## src/rtl/eightbit_adder_pkg.sv

```systemverilog
// Shared constants for the registered 8-bit ripple-carry adder.
package eightbit_adder_pkg;

    localparam int unsigned ADDER_W = 8;
    localparam logic [ADDER_W-1:0] SumRst = 8'h00;

endpackage

```

## src/rtl/eightbit_adder_full_adder.sv

```systemverilog
// Gate-level one-bit full adder; purely combinational.
module eightbit_adder_full_adder (
    input  logic a,
    input  logic b,
    input  logic cin,
    output logic s,
    output logic cout
);

    logic p;

    // p is the propagate term, shared by the sum and the carry.
    assign p    = a ^ b;
    assign s    = p ^ cin;
    assign cout = (a & b) | (cin & p);

endmodule

```

## src/rtl/eightbit_adder.sv

```systemverilog
// 8-bit ripple-carry adder with carry-in, carry-out and signed overflow,
// results registered one clock after the operands are sampled.
module eightbit_adder
    import eightbit_adder_pkg::*;
(
    input  logic               clk,
    input  logic               rst_n,
    input  logic [ADDER_W-1:0] A,
    input  logic [ADDER_W-1:0] B,
    input  logic               cin,
    output logic [ADDER_W-1:0] sum,
    output logic               cout,
    output logic               overflow
);

    logic [ADDER_W:0]   c;
    logic [ADDER_W-1:0] s;

    logic [ADDER_W-1:0] sum_d, sum_q;
    logic               cout_d, cout_q;
    logic               overflow_d, overflow_q;

    assign c[0] = cin;

    for (genvar i = 0; i < ADDER_W; i++) begin : g_bit
        eightbit_adder_full_adder u_fa (
            .a    (A[i]),
            .b    (B[i]),
            .cin  (c[i]),
            .s    (s[i]),
            .cout (c[i+1])
        );
    end

    always_comb begin
        sum_d      = s;
        cout_d     = c[ADDER_W];
        // Signed overflow: carry into the sign bit differs from carry out of it.
        overflow_d = c[ADDER_W] ^ c[ADDER_W-1];
    end

    always_ff @(posedge clk or negedge rst_n) begin
        if (!rst_n) begin
            sum_q      <= SumRst;
            cout_q     <= 1'b0;
            overflow_q <= 1'b0;
        end else begin
            sum_q      <= sum_d;
            cout_q     <= cout_d;
            overflow_q <= overflow_d;
        end
    end

    assign sum      = sum_q;
    assign cout     = cout_q;
    assign overflow = overflow_q;

endmodule

```

## config.mk

```make
export PLATFORM = sky130hd
export DESIGN_NAME = eightbit_adder
export DESIGN_NICKNAME = d
export VERILOG_FILES = /design/src/rtl/eightbit_adder_pkg.sv /design/src/rtl/eightbit_adder_full_adder.sv /design/src/rtl/eightbit_adder.sv
export SDC_FILE = /design/constraint.sdc
export NUM_CORES = 1
export LEC_CHECK = 0
export CAP_MARGIN = 30
export CORE_AREA = 3 3 40 42
export CTS_CLUSTER_DIAMETER = 150
export CTS_CLUSTER_SIZE = 8
export DETAILED_ROUTE_END_ITERATION = 10
export DIE_AREA = 0 0 43 45
export DONT_BUFFER_PORTS = 1
export GPL_TIMING_DRIVEN = 0
export PLACE_DENSITY = 0.58
export REMOVE_ABC_BUFFERS = 1
export SYNTH_ARGS = -nofsm -noshare
export SYNTH_HDL_FRONTEND = slang
export SYNTH_SLANG_ARGS = --single-unit
```

## constraint.sdc

```tcl
create_clock -name clk -period 0.8 [get_ports clk]
set_input_delay 0.08 -clock clk [delete_from_list [all_inputs] [get_ports clk]]
set_output_delay 0.08 -clock clk [all_outputs]
set_load 0.05 [all_outputs]
```

==> results.cfg, run 1 <==
[pwr]
ir_drop_mv = 0.695
intPower_mw = 0.863
p_sw_mw = 0.600
power_density_nw_per_um2 = 2640
p_leak_nw = 0.251
p_comb_share_pct = 11.1
switching_share_pct = 41.0
seqPwrFrac_pct = 67.0
clockPowerShare_pct = 21.9

[floorplanning]
coreArea_sq_um = 1280
rows = 13
ioPinCount = 29
fp.dieH_um = 45
initial_utilization_pct = 35.5
fp.dieW_um = 43
dieArea_sq_um = 1940

[placed_design]
place_ws_ns = -2.54
port_buffers = 0
gp_congestion = 0.613
place_hpwl_um = 600
numPlacedInstances = 44

[synthesis]
syn_area_sq_um = 457
synthTopCellsByArea = dfrtp_1 55%, fa_1 35%, inv_1 8.2%
ys_warn_count = 0
ys_seq_elements = 10
yosysTopAreaCell = dfrtp_1
avgSynthCellArea_sq_um = 15.7
synth_top_area_share_pct = 54.8
ys_types = 4
synthCells = 29
ys_seq_area_share_pct = 54.8

[global_route]
grt_usage_pct = 8.03
grt.overflow.total = 0
grt_pass1_vias = 255
top_usage_layer = met2
antenna_found_initial = 0
grt_use_met2_pct = 12.0
grtUsageMet3_pct = 2.39
grt_pass1_wl_um = 1060
grt_max_degree = 11
use_met1_pct = 8.57

[critical_path]
setup.worst_path.class = in -> reg
setup.worst_path.start_class = primary input
cp.arrival_ns = 2.97
cp.required_ns = 0.99
end_kind = register
worst-path-max-fanout = 2

[timing]
rsz0062_at_grt = yes
hold_viol_final = 0
fin_crit_sh_pct = 347
worst_slew_pin_slew_ns = 0.455
fin_ws_ns = -1.98
drv_slew = 0
tns_ns = -11.56
min_period_ns = 2.78
slew_headroom_pct = 69.7
setup_violations = 18
fmax_mhz = 360

[detailed_routing]
viasPerCell = 4.32
routed_wl_um = 685
drt_iter0_drc = 0
drc = 0
wl_per_cell_um = 13.7
drtPass1Iterations = 1
detail-route-antenna-nets = 0
routed-via-count = 216

[layout]
layout-drive-gt1-share_pct = 57.1
final-instance-count-excl-fill = 50
fillCellCount = 123
syn2layout_area_growth_pct = 21.4
n_antenna_cell = 0
final_nets = 64
utilization_pct = 43.1

[flow_run]
maxCapViolations = 0

[clock_network]
cts_tree = done
cts-root-buf = clkbuf_4
cts.sink_count = 10
htreeDepth = 1
clk_pin_slew_ns = 0.06
cts_buffer_depth = 2
cts_buffers = 3

[run_status]
status = finished, violations left
violations = setup timing

[min_path]
hp-class = in -> reg
## state kept, by name (all words and copies together) (netlist names)
name	flops
sum	8
cout	1
overflow	1
## cell type report
cell class | count | area, sq um | share of cell area [%]
Multi-Input combinational cell | 9 | 194 | 35.0
Tap cell | 15 | 18.8 | 3.39
Sequential cell | 10 | 256 | 46.3
Clock buffer | 3 | 22.5 | 4.06
Timing Repair Buffer | 3 | 25.0 | 4.51
Inverter | 10 | 37.5 | 6.77
## critical path, stage by stage
cell and delay [ns]:
fa_2 0.37, fa_2 0.34, fa_2 0.34, fa_2 0.34, fa_2 0.34, inv_2 0.06, fa_1 0.15, inv_1 0.05
fa_2 0.36, inv_2 0.07, fa_2 0.41, inv_1 0.07
## stage by stage
step	instance area, sq um	hold slack [ns]	total power, mW
finish	554	0.0273	1.46
global route	554	0.0188	1.55
CTS	539	0.0174	1.47
detailed placement	475	-0.215	1.10
global placement	475	-0.215	1.09
floorplan	457	-0.216	1.06
## cell usage after synthesis
library cell,number
dfrtp_1,10
inv_1,10
fa_1,8
xnor2_1,1
## placed cells by master (no fill, tap or decap)
cell type	count
dlygate4sd3_1	1
xnor2_2	1
fa_2	7
dfrtp_2	5
inv_2	2
fa_1	1
dfrtp_1	5
buf_4	2
clkbuf_4	3
inv_1	8
## repair_timing
action / CTS / global route
cloned: 0 / 0
pin swaps: 2 / 2
resized for setup: 14 / 1
hold buffers: 1 / 0
buffers inserted: 1 / 1
setup endpoints to repair: 19 / 19
hold endpoints to repair: 10 / 0
## worst paths after layout
kind / startpoint / end / cells past startpoint
worst min-delay path: cin / sum[0] / 1
max in group asynchronous: rst_n / sum[4] / 1
worst max-delay path: A[0] / sum[7] / 12
min in group asynchronous: rst_n / sum[7] / 1
## kinds of logic after synthesis
logic type	after synthesis	share of synthesized area [%]
flip-flops	10	54.8
XOR/XNOR	1	1.92
buffers and inverters	10	8.22
adder cells (fa/ha/maj)	8	35.1
## power by group through the flow
| stage | Combinational, mW | Sequential [mW] | Clock [mW] |
|---|---|---|---|
| final | 0.163 | 0.980 | 0.320 |
| after global routing | 0.196 | 0.989 | 0.363 |
| after CTS | 0.152 | 0.984 | 0.334 |
| after detailed placement | 0.119 | 0.984 | 0 |
| after global placement | 0.109 | 0.983 | 0 |
| after floorplan | 0.0894 | 0.969 | 0 |
## routing by layer
| metal | up-vias | wire length, um | share of wire [%] |
|---|---|---|---|
| met5 | - | 0 | 0 |
| met4 | 0 | 12 | 1.8 |
| met3 | 2 | 89 | 13 |
| met2 | 17 | 378 | 55 |
| met1 | 108 | 205 | 30 |
| li1 | 89 | - | - |
(Power assumes the default switching activity.)
==> run 2, diff against run 1 <==
Settings changed: ABC_AREA set to 1.
==> run 2 against run 1 <==
- the run still ends with setup timing left
- final area decreased by 2.3%
- synthesized cell count increased by 6.9%
- die area unchanged
- synthesized area increased by 0.55%
- wire length decreased by 8.9%
- global-route usage decreased by 1.0 points
- critical path depth unchanged
- largest power group unchanged
==> results.cfg, run 2 <==
[pwr]
p_leak_nw = 0.246
power.total_mw = 1.42
power_density_nw_per_um2 = 2620
ir_drop_mv = 0.644

[detailed_routing]
dr_wl_met3_um = 89
viasPerCell = 4.43
top_layer = met4
drt_iter0_drc = 0
drc = 0
routed_wl_um = 624
drtPass1Iterations = 1
wl_met1_um = 221
routed-via-count = 226
route.met2.wl_um = 301
detail-route-antenna-nets = 0
wl_per_cell_um = 12.2

[layout]
fillCellCount = 119
largest_reg_flops = 8
final_nets = 65
utilization_pct = 42.2
final_cell_mix = 7 x inv_1, 7 x fa_2, 5 x dfrtp_1, 5 x dfrtp_2
final-instance-count-excl-fill = 51
syn2layout_area_growth_pct = 18.0
fin_area_sq_um = 542
multi_input_area_sq_um = 189
n_antenna_cell = 0
layout-drive-gt1-share_pct = 52.8
seqCellArea_sq_um = 256

[floorplanning]
coreArea_sq_um = 1280
fp.dieH_um = 45
fp.dieW_um = 43
rows = 13
ioPinCount = 29
dieArea_sq_um = 1940
initial_utilization_pct = 35.7

[timing]
hold_viol_final = 0
fin_ws_ns = -2.01
rsz0062_at_grt = yes
setup_violations = 19
slew_headroom_pct = 70.1
min_period_ns = 2.81
fin_crit_sh_pct = 351
fmax_mhz = 356
hold_slack_ns = 0.0358
drv_slew = 0
worst_slew_pin_slew_ns = 0.448
tns_ns = -11.71

[clock_network]
cts_buffer_depth = 2
cts.sink_count = 10
htreeDepth = 1
cts_tree = done
cts-root-buf = clkbuf_4
clk_pin_slew_ns = 0.06
cts_buffers = 3

[global_route]
antenna_found_initial = 0
grt_pass1_vias = 246
grt_usage_pct = 7.00
grt.overflow.total = 0
grt_pass1_wl_um = 938
grt_max_degree = 11

[synthesis]
ys_types = 5
ys_warn_count = 0
synthCells = 31
synthTopCellsByArea = dfrtp_1 54%, fa_1 35%, inv_1 7.4%
ys_seq_area_share_pct = 54.5
syn_area_sq_um = 459
synth-main-ff-cell = dfrtp_1
avgSynthCellArea_sq_um = 14.8
synth_top_area_share_pct = 54.5
async_reset_ff_share_pct = 100
ys_seq_elements = 10
synthTopCellsByCount = 10 x dfrtp_1, 9 x inv_1, 8 x fa_1, 3 x nand2_1, 1 x inv_2
yosysMostFrequentCell = dfrtp_1
synth_edf_count = 0
yosysTopAreaCell = dfrtp_1

[critical_path]
cp.arrival_ns = 2.99
cp.required_ns = 0.99
setup.worst_path.class = in -> reg
worst-path-max-fanout = 2
setup.worst_path.start_class = primary input
end_kind = register

[min_path]
hp-class = in -> reg

[run_status]
status = finished, violations left
violations = setup timing

[placed_design]
place_ws_ns = -2.53
port_buffers = 0
numPlacedInstances = 46
gp_congestion = 0.630
placed_cell_area_sq_um = 478

[flow_run]
maxCapViolations = 0
-- run 2: changes by cell type after synthesis --
cell	delta
nand2_1	+3
inv_1	-1
inv_2	+1
xnor2_1	-1
-- run 2: path summary, 6_finish.rpt --
kind	start	to	slack (ns)	depth (start not counted)
setup / recovery	A[0]	sum[7]	-2.01	12
min in group asynchronous	rst_n	sum[5]	0.20	1
hold / removal	B[2]	sum[2]	0.04	1
max in group asynchronous	rst_n	sum[0]	0.28	1
-- run 2: where the power goes --
part | switching, mW | internal [mW] | total (mW)
Clock | 0.134 | 0.172 | 0.306
Sequential | 0.364 | 0.602 | 0.966
Combinational | 0.0748 | 0.0701 | 0.145
-- run 2: what timing repair did --
action	CTS	global route
setup endpoints to repair	19	19
pin swaps	1	0
resized for setup	14	0
setup buffers	0	1
hold endpoints to repair	10	0
hold buffers	1	0
cloned	0	0
-- run 2: area by class of cell --
cell class	count	share of cell area [%]
Sequential cell	10	47.3
Clock buffer	3	4.16
Multi-Input combinational cell	11	34.9
Timing Repair Buffer	2	3.23
Tap cell	15	3.46
Inverter	10	6.93
-- run 2: logic make-up after synthesis --
logic type	share of synthesized area, %
AND/OR/NAND/NOR	2.45
adder cells (fa/ha/maj)	34.9
flip-flops	54.5
buffers and inverters	8.17
-- run 2: worst max-delay path, stage by stage --
cell and delay [ns]:
fa_2 0.37, fa_2 0.36, fa_2 0.34, fa_2 0.34, fa_2 0.34, inv_2 0.06
fa_1 0.15, inv_1 0.05, fa_2 0.35, inv_2 0.07, fa_2 0.42, inv_1 0.06
-- run 2: layer usage --
| layer | global-route usage, % | vias to the layer above |
|---|---|---|
| met5 | 0 | - |
| met4 | 7.23 | 0 |
| met3 | 3.19 | 2 |
| met2 | 9.58 | 19 |
| met1 | 7.79 | 112 |
| li1 | - | 93 |
